`config.mk`:
```
export PLATFORM = sky130hd
export DESIGN_NAME = fpu_addsub_sched
export DESIGN_NICKNAME = d
export VERILOG_FILES = /design/src/rtl/fpu_pkg.sv /design/src/rtl/fpu_rr_pick.sv /design/src/rtl/fpu_addsub_sched.sv
export SDC_FILE = /design/constraint.sdc
export NUM_CORES = 1
export LEC_CHECK = 0
export CAP_MARGIN = 20
export CORE_AREA = 2 2 158 160
export DETAILED_ROUTE_END_ITERATION = 8
export DIE_AREA = 0 0 160 162
export GPL_ROUTABILITY_DRIVEN = 1
export PLACE_DENSITY = 0.66
export SETUP_SLACK_MARGIN = 0.02
export SLEW_MARGIN = 10
export SYNTH_ARGS = -nofsm -noshare
export SYNTH_HDL_FRONTEND = slang
export SYNTH_SLANG_ARGS = --single-unit
```
`constraint.sdc`:
```
create_clock -name clk -period 7.2 [get_ports clk]
set_input_delay 1.44 -clock clk [delete_from_list [all_inputs] [get_ports clk]]
set_output_delay 1.44 -clock clk [all_outputs]
set_load 0.01 [all_outputs]
```
`src/rtl/fpu_pkg.sv`:
```
// fpu_pkg: shared constants, scheduler state encoding and the zero-operand test.
package fpu_pkg;
  localparam int FP_W = 32;
  localparam int EXP_MSB = 30;
  localparam int EXP_LSB = 23;
  localparam logic OP_ADD = 1'b0;
  localparam logic OP_SUB = 1'b1;
  typedef enum logic [1:0] {IDLE, ISSUE, CAPTURE, RESP} sched_state_t;
  // Denormals count as zero, so they skip the datapath.
  function automatic logic fp_is_zero(input logic [FP_W-1:0] x);
    return x[EXP_MSB:EXP_LSB] == '0;
  endfunction
endpackage

```
`src/rtl/fpu_rr_pick.sv`:
```
// fpu_rr_pick: first asserted request at or after ptr, searching upward with wrap.
module fpu_rr_pick #(
  parameter int N_REQ = 4,
  parameter int ID_W = 2
) (
  input  logic [N_REQ-1:0] req,
  input  logic [ID_W-1:0]  ptr,
  output logic [N_REQ-1:0] gnt_onehot,
  output logic [ID_W-1:0]  gnt_idx,
  output logic             found
);
  int j;
  // Scanning from the farthest offset down leaves the nearest hit as the winner.
  always_comb begin
    found = 1'b0;
    gnt_idx = '0;
    j = 0;
    for (int i = N_REQ - 1; i >= 0; i--) begin
      j = int'(ptr) + i;
      j = (j >= N_REQ) ? j - N_REQ : j;
      if (req[ID_W'(j)]) begin
        found = 1'b1;
        gnt_idx = ID_W'(j);
      end
    end
    gnt_onehot = found ? N_REQ'(1) << gnt_idx : '0;
  end
endmodule

```
`src/rtl/fpu_addsub_sched.sv`:
```
// fpu_addsub_sched: round-robin sharing of one A-B datapath among N_REQ requesters,
// with zero-operand bypass and a single tagged response port.
module fpu_addsub_sched
  import fpu_pkg::*;
#(
  parameter int N_REQ = 4,
  parameter int LAT = 1,
  parameter int ID_W = ($clog2(N_REQ) > 1) ? $clog2(N_REQ) : 1
) (
  input  logic                  clk,
  input  logic                  rst_n,
  input  logic [N_REQ-1:0]      req_valid,
  output logic [N_REQ-1:0]      req_ready,
  input  logic [FP_W*N_REQ-1:0] req_a,
  input  logic [FP_W*N_REQ-1:0] req_b,
  input  logic [N_REQ-1:0]      req_op,
  output logic                  rsp_valid,
  input  logic                  rsp_ready,
  output logic [FP_W-1:0]       rsp_data,
  output logic [ID_W-1:0]       rsp_id,
  output logic                  busy,
  output logic [FP_W-1:0]       dp_a,
  output logic [FP_W-1:0]       dp_b,
  input  logic [FP_W-1:0]       dp_s
);
  sched_state_t state_q, state_d;
  logic [ID_W-1:0] rr_ptr_q, rr_ptr_d, rsp_id_q, rsp_id_d, gnt_idx;
  logic [FP_W-1:0] dp_a_q, dp_a_d, dp_b_q, dp_b_d, rsp_data_q, rsp_data_d;
  logic [FP_W-1:0] a_sel, b_sel, b_eff;
  logic [1:0] cnt_q, cnt_d;
  logic [N_REQ-1:0] gnt_onehot;
  logic found, a_z, b_z;

  fpu_rr_pick #(.N_REQ(N_REQ), .ID_W(ID_W)) u_pick (
    .req(req_valid), .ptr(rr_ptr_q), .gnt_onehot(gnt_onehot), .gnt_idx(gnt_idx), .found(found)
  );

  always_comb begin
    a_sel = req_a[gnt_idx*FP_W +: FP_W];
    b_sel = req_b[gnt_idx*FP_W +: FP_W];
    b_eff = (req_op[gnt_idx] == OP_SUB) ? b_sel : {~b_sel[FP_W-1], b_sel[FP_W-2:0]};
    a_z = fp_is_zero(a_sel);
    b_z = fp_is_zero(b_eff);
    state_d = state_q;
    rr_ptr_d = rr_ptr_q;
    rsp_id_d = rsp_id_q;
    rsp_data_d = rsp_data_q;
    dp_a_d = dp_a_q;
    dp_b_d = dp_b_q;
    cnt_d = cnt_q;
    case (state_q)
      IDLE: if (found) begin
        rsp_id_d = gnt_idx;
        rr_ptr_d = (gnt_idx == ID_W'(N_REQ - 1)) ? '0 : gnt_idx + 1'b1;
        if (a_z || b_z) begin
          rsp_data_d = (a_z && b_z) ? '0 : a_z ? {~b_eff[FP_W-1], b_eff[FP_W-2:0]} : a_sel;
          state_d = RESP;
        end else begin
          dp_a_d = a_sel;
          dp_b_d = b_eff;
          cnt_d = 2'(LAT - 1);
          state_d = ISSUE;
        end
      end
      ISSUE: begin
        state_d = (cnt_q == '0) ? CAPTURE : ISSUE;
        cnt_d = (cnt_q == '0) ? cnt_q : cnt_q - 2'd1;
      end
      CAPTURE: begin
        rsp_data_d = dp_s;
        state_d = RESP;
      end
      RESP: state_d = rsp_ready ? IDLE : RESP;
      default: state_d = IDLE;
    endcase
  end

  always_ff @(posedge clk or negedge rst_n) begin
    if (!rst_n) begin
      state_q <= IDLE;
      rr_ptr_q <= '0;
      rsp_id_q <= '0;
      rsp_data_q <= '0;
      dp_a_q <= '0;
      dp_b_q <= '0;
      cnt_q <= '0;
    end else begin
      state_q <= state_d;
      rr_ptr_q <= rr_ptr_d;
      rsp_id_q <= rsp_id_d;
      rsp_data_q <= rsp_data_d;
      dp_a_q <= dp_a_d;
      dp_b_q <= dp_b_d;
      cnt_q <= cnt_d;
    end
  end

  // Grant is suppressed while reset is held, so nothing appears accepted.
  assign req_ready = (rst_n && state_q == IDLE) ? gnt_onehot : '0;
  assign rsp_valid = state_q == RESP;
  assign busy = state_q != IDLE;
  assign rsp_data = rsp_data_q;
  assign rsp_id = rsp_id_q;
  assign dp_a = dp_a_q;
  assign dp_b = dp_b_q;
endmodule

```
## Word level (Yosys, flattened, before mapping)

Cells that the tools add are included.

| storage, ports and cells | value |
|---|---|
| flip-flop bits (word level) | 104 |
| bits in latches | 0 |
| bits in writable memories | 0 |
| ROM bits | 0 |
| input port bits | 299 |
| output and inout bits | 104 |
| logic and storage cells | 97 |
| memories | 0 |

| operators by class | value |
|---|---|
| add/sub/neg operators | 9 |
| multipliers | 0 |
| div/mod/pow operators | 0 |
| order comparisons | 9 |
| eq/ne operators | 8 |
| shift operators | 3 |
| mux-type cells | 44 |
| bitwise operators | 3 |
| reductions and logical operators | 14 |

Operators by type and width:

| kind | count |
|---|---|
| 128-bit by 8-bit variable part select with 32-bit output | 2 |
| 32-bit 2-to-1 mux | 5 |
| 32-bit one-hot mux with 2 select lines | 1 |
| 2-bit 2-to-1 mux | 16 |
| 8-bit logical NOT | 2 |
| 2-bit by 4-bit < comparator with 1-bit output (second input constant) | 4 |
| 1-bit 2-to-1 mux | 13 |
| 1-bit binary-select mux with 2-bit select | 5 |
| 2-bit by 1-bit subtractor with 2-bit output (second input constant) | 5 |
| 3-bit >= comparator (second input constant) | 3 |
| 4-bit 2-to-1 mux | 2 |
| 2-bit inequality test (second input constant) | 4 |
| 2-bit one-hot mux with 4 select lines | 1 |
| 2-bit by 2-bit adder with 3-bit output (second input constant) | 2 |
| 2-bit equality test (second input constant) | 3 |
| 3-bit AND reduction | 2 |
| 2-bit nonzero test | 3 |
| 2-bit logical NOT | 2 |
| 2-bit one-hot mux with 2 select lines | 1 |
| 4-bit AND reduction | 1 |
| 1-bit by 2-bit left shift with 4-bit output (first input constant) | 1 |
| 2-bit by 1-bit adder with 3-bit output (second input constant) | 1 |
| 2-bit by 3-bit >= comparator with 1-bit output (second input constant) | 1 |
| 2-bit by 3-bit < comparator with 1-bit output (second input constant) | 1 |
| 6 further kinds | 9 |

## Depth between registers and ports, before layout

Gate-level depths: netlist of the first run.

| depth | value |
|---|---|
| depth in word-level cells | 19 |
| gate-level depth with buffers | 14 |
| mapped depth without buffers | 9 |

## By module

A second synthesis of the first run with hierarchy kept.

| unflattened totals | value |
|---|---|
| cell total of the unflattened synthesis | 478 |
| area total of the unflattened synthesis | 6567.5 um2 |

By module, submodules not included:

| module | times used | cells an instance | area an instance (um2) | seq. area each (um2) |
|---|---|---|---|---|
| fpu_addsub_sched | 1 | 449 | 6384.9 | 2602.5 |
| fpu_rr_pick | 1 | 29 | 182.7 | 0.0 |

## Least setup slack after synthesis of the first run

OpenSTA, ideal clock, no wires.

| timing | value |
|---|---|
| kind | input -> output |
| start | input req_valid[1] |
| end | output req_ready[0] |
| arrival time | 3.264 ns |
| data required time | 5.760 ns |
| path slack | 2.496 ns |
| cell stages on the path | 11 |
| path buffers | 5 |
| cell sequence | nand2b_1 o221ai_2 and2_1 buf_4 inv_2 buf_6 buf_2 buf_1 buf_1 ha_1 and2_1 |

| between the ends | value |
|---|---|
| word-level cells in the longest chain between the ends | 10 |
| elaborated cells on any way between the ends | 23 |
| those cells by class | shift (1); mux (22) |

RTL lines:

| element | line | text |
|---|---|---|
| start: declaration | fpu_addsub_sched.sv:12 | `input logic [N_REQ-1:0] req_valid,` |
| 1-bit binary-select mux with 2-bit select | fpu_rr_pick.sv:21 | `if (req[ID_W'(j)]) begin` |
| 1-bit 2-to-1 mux (not written as such) (2 in a row) | fpu_rr_pick.sv:21 |  |
| 2-bit 2-to-1 mux (4 in a row) | fpu_rr_pick.sv:21 |  |
| 1-bit by 2-bit left shift with 4-bit output | fpu_rr_pick.sv:26 | `gnt_onehot = found ? N_REQ'(1) << gnt_idx : '0;` |
| 4-bit 2-to-1 mux (*) | fpu_rr_pick.sv:26 |  |
| 4-bit 2-to-1 mux (*) | fpu_addsub_sched.sv:99 | `assign req_ready = (rst_n && state_q == IDLE) ? gnt_onehot : '0;` |
| end: declaration | fpu_addsub_sched.sv:13 | `output logic [N_REQ-1:0] req_ready,` |

Every way passes the cells marked *; elsewhere a longest branch is shown, timed or not. The select of a mux whose other input is x is not followed.

## Worst setup path after layout of the first run

| timing | value |
|---|---|
| start | input req_valid[0] |
| end | register rsp_data_q[3] (netlist: rsp_data[3]) |

| between the ends | value |
|---|---|
| word-level cells in the longest chain between the ends | 15 |
| elaborated cells on any way between the ends | 35 |
| those cells by class | eq/ne (2); shift (2); mux (26); reduce/logical (5) |

RTL lines:

| element | line | text |
|---|---|---|
| 1-bit binary-select mux with 2-bit select | fpu_rr_pick.sv:21 |  |
| 1-bit 2-to-1 mux (not written as such) (2 in a row) | fpu_rr_pick.sv:21 |  |
| 2-bit 2-to-1 mux (4 in a row) | fpu_rr_pick.sv:21 |  |
| 128-bit by 8-bit variable part select with 32-bit output | fpu_addsub_sched.sv:40 | `b_sel = req_b[gnt_idx*FP_W +: FP_W];` |
| 32-bit 2-to-1 mux | fpu_addsub_sched.sv:41 | `b_eff = (req_op[gnt_idx] == OP_SUB) ? b_sel : {~b_sel[FP_W-1], b_sel[FP_W-2:0]};` |
| 8-bit logical NOT | fpu_pkg.sv:11 | `return x[EXP_MSB:EXP_LSB] == '0;` |
| 1-bit logical AND | fpu_addsub_sched.sv:56 | `rsp_data_d = (a_z && b_z) ? '0 : a_z ? {~b_eff[FP_W-1], b_eff[FP_W-2:0]} : a_sel;` |
| 32-bit 2-to-1 mux | fpu_addsub_sched.sv:56 |  |
| 32-bit 2-to-1 mux | fpu_addsub_sched.sv:55 | `if (a_z \|\| b_z) begin` |
| 32-bit 2-to-1 mux | fpu_addsub_sched.sv:52 | `IDLE: if (found) begin` |
| 32-bit one-hot mux with 2 select lines | fpu_addsub_sched.sv:51 | `case (state_q)` |
| end signal: assignment | fpu_addsub_sched.sv:91 | `rsp_data_q <= rsp_data_d;` |
| end: declaration | fpu_addsub_sched.sv:28 | `logic [FP_W-1:0] dp_a_q, dp_a_d, dp_b_q, dp_b_d, rsp_data_q, rsp_data_d;` |

Parallel ways exist; a longest one is shown, timed or not. The select of a mux whose other input is x is not followed.
A chain may end at the register's enable or synchronous reset.

==> impl_metrics.tcl, run 1 <==
set metrics [dict create \
    die_h_um 162 \
    routabilityCongestion 0.896 \
    clock_path_buffers 2 \
    min_to "cnt_q[0]" \
    syn_area_per_cell_um2 8.54 \
    num-fill-cells 2405 \
    r2r_start "rr_ptr_q[0]" \
    finalCritPeriodShare 0.823 \
    ys_types 45 \
    layout-drive-gt1-share 0.0571 \
    grt_overflow 0 \
    cts_resized 0 \
    die-area_um2 25900 \
    via_count 7790 \
    drt_pre_antenna_iters 5 \
    skew_ns 0.00679 \
    grt_pass1_vias 7722 \
    async_flop_share 1.00 \
    syn_inst 839 \
    yosys.area.top_type "dfrtp_1" \
    holdBufCountCts 0 \
    post-route-drc-count 0 \
    setup_viol 0 \
    vias_per_cell 5.14 \
    synthesis.nets 1143 \
    path_class "in -> reg" \
    wl_met1_um 13300 \
    crit_fanout 56 \
    grt_max_degree 76 \
    reg2reg_slack_ns 2.37 \
    max_slew_margin 0.269 \
    worst_pin_slew_ns 1.09 \
    synth_common_cells "218 x nand2_1, 104 x dfrtp_1, 79 x and3_1" \
    crit_path_top_delay_cell "nand2b_1" \
    synthDominantCellAreaShare 0.363 \
    rr_worst_depth 10 \
    path_buf_inv 3 \
    cts_tree "done" \
    hold-path-cell-count 1 \
    critPathTopFamily "simple AND/OR/NAND/NOR gates" \
    grtUsageTotal 0.223 \
    outcome "complete, no violations" \
    grt_pass1_wl_um 44800 \
    worstHoldStart "cnt_q[0]" \
    crit_top_cell "nand2b_1" \
    pin_count 403 \
    yosysSeqAreaShare 0.363 \
    worstSkewPairLatency_ns 0.35 \
    rsz0062_at_grt "false" \
    synth-main-ff-cell "dfrtp_1" \
    cp-end-kind "flop" \
    hold_violations 0 \
    ys_ff_latch 104 \
    path_cells "clkdlybuf4s50_1 > nand2b_1 > a21o_1 > and2_4 > inv_4 > a211oi_1 > o22ai_1 > or4_2 > buf_4 > nand2b_1 > o221ai_1" \
    p_total_w 0.00395 \
    syn_area_um2 7160 \
    final_antenna_net_count 0 \
    dp.final_hpwl_um 22900 \
    route.met3.wl_um 1750 \
    wl_met2_um 14200 \
    fin_setup_tns_ns 0 \
    wl_per_cell_um 19.9 \
    chipWidth_um 160 \
    cap_violations 0 \
    synth_edf_count 0 \
    powerDensity_nw_per_um2 338 \
    start_util 0.297 \
    antenna_found_initial 3 \
    io_buffers 402 \
    r2r_end "rsp_data[3]" \
    p_leak_nw 4.82 \
    nNetsFinal 1489 \
    coreArea_um2 24100 \
    cp_data_required_time_ns 7.37 \
    max_stage_delay_ns 0.78 \
    synth_warnings 0 \
    routed_wl_um 30200 \
    cts-root-buf "clkbuf_16" \
    hold_path.class "reg -> reg" \
    drv_slew 0 \
    cts.clk_slew.worst_paths_ns 0.08 \
    postCtsSetupBuffers 0 \
    crit_arrival_ns 6.10 \
    cts_num_sinks 104 \
    post_synth_main_area_contributors "dfrtp_1 36%, nand2_1 11%, mux2_1 7.7%, and3_1 6.9%, mux2i_1 4.8%" \
    drt_iter0_drc 410 \
    h-tree-depth 3 \
    top_layer_used "met4" \
    period_minus_slack_ns 5.93 \
    area_delta_synth_final_pct 63.0 \
    num_rows 57 \
    worstSetupStartpointType "primary input" \
    cts_buffers 9 \
    synth_most_common_cell "nand2_1" \
    vdd_drop_max_uv 146 \
    fmax_mhz 169 \
]
registers in the layout, indices dropped and copies added, names as in the netlist:
name and count:
rsp_id 2, state_q 2, rsp_data 32, dp_b 32, dp_a 32, cnt_q 2
rr_ptr_q 2
final cells by class:
type                    count  area [um2]  share of cell area
well taps                 324         405              0.0347
clock buffers              10         239              0.0205
repair buffers            413        4110               0.352
flip-flops and latches    104        2600               0.223
inverters                   7        28.8             0.00246
clock inverters             6         100             0.00857
multi-input cells         650        4190               0.359
diodes                      2        5.00            0.000429
worst reg2reg max path, stage by stage (launching register included):
cell and delay (ns):
dfrtp_1 0.43, nand2b_1 0.16, a21o_1 0.65, and2_4 0.50, inv_4 0.31, a211oi_1 0.39, o22ai_1 0.18, or4_2 0.69
buf_4 0.29, nand2b_1 0.80, o221ai_1 0.27
routing by layer:
| metal | vias to the layer above | track usage |
|---|---|---|
| met2 | 327 | 0.370 |
| li1 | 3725 | - |
| met3 | 51 | 0.0421 |
| met1 | 3687 | 0.291 |
| met5 | - | 0 |
| met4 | 0 | 0.0807 |
where the power goes:
group          leakage [nW]  total, W  switching [W]  internal, W
Sequential             1.15  0.000989       0.000146     0.000843
Clock                 0.167  0.000560       0.000239     0.000321
Combinational          3.51   0.00240        0.00126      0.00114
Total                  4.82   0.00395        0.00164      0.00231
cells by family after synthesis:
family | after synthesis | share of synthesized area
adder cells (fa/ha/maj) | 5 | 0.00873
multiplexers | 98 | 0.148
XOR/XNOR | 4 | 0.00489
buffers and inverters | 85 | 0.0552
AND/OR/NAND/NOR | 375 | 0.235
flip-flops | 104 | 0.363
AO/OA/AOI/OAI | 168 | 0.185
worst max path at each step:
stage                   endpoint    startpoint  depth (start not counted)
floorplan           req_ready[0]  req_valid[1]                         11
CTS                 rsp_data[18]  req_valid[1]                         11
global route        rsp_data[20]  req_valid[0]                         11
global placement    rsp_data[10]  req_valid[1]                         11
finish               rsp_data[3]  req_valid[0]                         11
detailed placement  rsp_data[20]  req_valid[1]                         11
metrics by stage:
stage | setup WS, ns | std cells | hold slack [ns] | util | area [um2]
after floorplan | 2.50 | 839 | 0.451 | - | 7160
after global placement | 0.855 | 1497 | 0.463 | 0.470 | 11300
after detailed placement | 0.720 | 1497 | 0.476 | 0.470 | 11300
after CTS | 1.10 | 1513 | 0.488 | 0.484 | 11700
after global routing | 0.970 | 1516 | 0.496 | 0.484 | 11700
final | 1.27 | 1516 | 0.486 | 0.484 | 11700
cells in the final DEF (no fill, tap or decap), drive strengths merged, types with 12 or more instances in the layout:
master	n
mux2i	34
nor2	54
and3	79
a31oi	47
o221ai	24
clkdlybuf4s50	401
buf	12
a211oi	34
a41oi	23
nand2	218
mux2	64
dfrtp	104
Power figures use the tool's default switching activity.
==> inputs of run 2 (changes only) <==
Settings changed: PLACE_DENSITY 0.66 to 0.68.
Clock period 7.2 ns to 4.9 ns, I/O delays scaled along.
==> run 2 against run 1 <==
Effect of this change:
- clock power grew 35%
- total power grew 47%
- routed wire length shrank 0.95%
- largest cell class is now non-clock buffers
- critical path type is now in -> out
- first-iteration DRC count shrank 12%
- largest power group unchanged
==> impl_metrics.tcl, run 2 (same netlist as run 1, synthesis figures left out) <==
set metrics [dict create \
    die-area_um2 25900 \
    vias_per_cell 5.17 \
    layout-drive-gt1-share 0.0689 \
    max_stage_delay_ns 0.54 \
    worstSetupStartpointType "primary input" \
    cap_violations 0 \
    grt_pass1_wl_um 44600 \
    io_buffers 402 \
    area_delta_synth_final_pct 64.3 \
    cts_resized 0 \
    cts-root-buf "clkbuf_16" \
    crit_top_cell "clkdlybuf4s50_1" \
    crit_fanout 47 \
    fmax_mhz 227 \
    grt_pass1_vias 7636 \
    hold_path.class "reg -> reg" \
    post-route-drc-count 0 \
    holdBufCountCts 0 \
    path_cells "clkdlybuf4s50_1 > nand2b_1 > a21oi_1 > a211oi_4 > buf_4 > ha_1 > and2_1 > clkdlybuf4s50_1" \
    pin_count 403 \
    finalCritPeriodShare 0.898 \
    num_rows 57 \
    wl_per_cell_um 19.6 \
    grtUsageTotal 0.221 \
    crit_path_top_delay_cell "clkdlybuf4s50_1" \
    layout_common_cells "401 x clkdlybuf4s50_1, 218 x nand2_1, 104 x dfrtp_1" \
    final_common_cell "clkdlybuf4s50_1" \
    cts_buffers 9 \
    setup_viol 0 \
    clock_path_buffers 2 \
    grt_max_degree 77 \
    powerDensity_nw_per_um2 492 \
    die_h_um 162 \
    drt_iter0_drc 360 \
    cp_data_required_time_ns 3.92 \
    routed_wl_um 29900 \
    via_count 7900 \
    outcome "complete, no violations" \
    worst_pin_slew_ns 1.05 \
    cts.clk_slew.worst_paths_ns 0.08 \
    nNetsFinal 1504 \
    h-tree-depth 3 \
    dp_cells 1513 \
    hold_violations 0 \
    dp.final_hpwl_um 23700 \
    grt_overflow 0 \
    chipWidth_um 160 \
    drt_pre_antenna_iters 4 \
    skew_ns 0.00805 \
    postCtsSetupBuffers 0 \
    period_minus_slack_ns 4.40 \
    coreArea_um2 24100 \
    routabilityCongestion 0.880 \
    cts_tree "done" \
    p_leak_nw 4.88 \
    cts_num_sinks 104 \
    final_antenna_net_count 0 \
    antenna_found_initial 1 \
    max_slew_margin 0.292 \
    fin_setup_tns_ns 0 \
    start_util 0.297 \
    cp-end-kind "output pin" \
    crit_arrival_ns 3.42 \
    stdcell_count 1529 \
    n_antenna_cell 0 \
    drv_slew 0 \
    worstSkewPairLatency_ns 0.35 \
    rsz0062_at_grt "false" \
    vdd_drop_max_uv 180 \
    path_class "in -> out" \
]
## run 2: cell types whose count changed in the layout (fill, tap and decap cells not counted)
cell / previous run / this run
buf_4: 11 / 25
buf_12: 0 / 2
clkinvlp_4: 0 / 2
diode_2: 2 / 0
buf_6: 1 / 0
bufinv_16: 2 / 1
clkbuf_8: 1 / 0
clkinv_2: 0 / 1
clkinv_4: 2 / 1
inv_6: 0 / 1
inv_8: 2 / 1
## run 2: layout make-up
type / count / area (um2)
sequential: 104 / 2600
clock inverter: 7 / 78.8
inverter: 7 / 28.8
fill: 2343 / 12300
multi-input combinational: 650 / 4190
tap: 324 / 405
clock buffer: 9 / 225
timing repair buffer: 428 / 4240
## run 2: where the power goes
group / leakage (nW) / internal, W / switching, W
registers: 1.15 / 0.00124 / 0.000210
clock network: 0.144 / 0.000402 / 0.000352
logic: 3.59 / 0.00174 / 0.00185
## run 2: worst paths after layout
kind | startpoint | endpoint | slack, ns | cells after the start
worst min register to register | cnt_q[0] | cnt_q[0] | 0.47 | 1
worst max register to register | rr_ptr_q[0] | rsp_data[3] | 1.42 | 10
worst min-delay path | cnt_q[0] | cnt_q[0] | 0.47 | 1
max in group asynchronous | rst_n | dp_a[0] | 2.90 | 3
worst max-delay path | req_valid[1] | req_ready[1] | 0.50 | 8
min in group asynchronous | rst_n | dp_a[13] | 0.78 | 2
## run 2: through the flow
step	utilization	setup WS, ns	total power, W	cell area (um2)	hold slack, ns
2_1_floorplan	-	1.12	0.00342	7160	0.451
3_3_place_gp	0.476	0.528	0.00502	11500	0.462
3_5_place_dp	0.476	0.460	0.00507	11500	0.467
4_1_cts	0.488	0.486	0.00585	11800	0.477
5_1_grt	0.488	0.349	0.00619	11800	0.496
6_report	0.488	0.499	0.00580	11800	0.475
## run 2: critical path: cells and delay by family
kind | cells | cell delay [ns]
buf+inv | 3 | 1.56
compound gates | 2 | 0.37
simple gates | 2 | 0.28
fa+ha+maj | 1 | 0.23
## run 2: per-layer routing
layer	up-vias	routed length (um)	GRT usage
li1	3739	-	-
met1	3815	13300	0.291
met2	304	14300	0.370
met3	42	1680	0.0442
met4	0	688	0.0622
met5	-	0	0
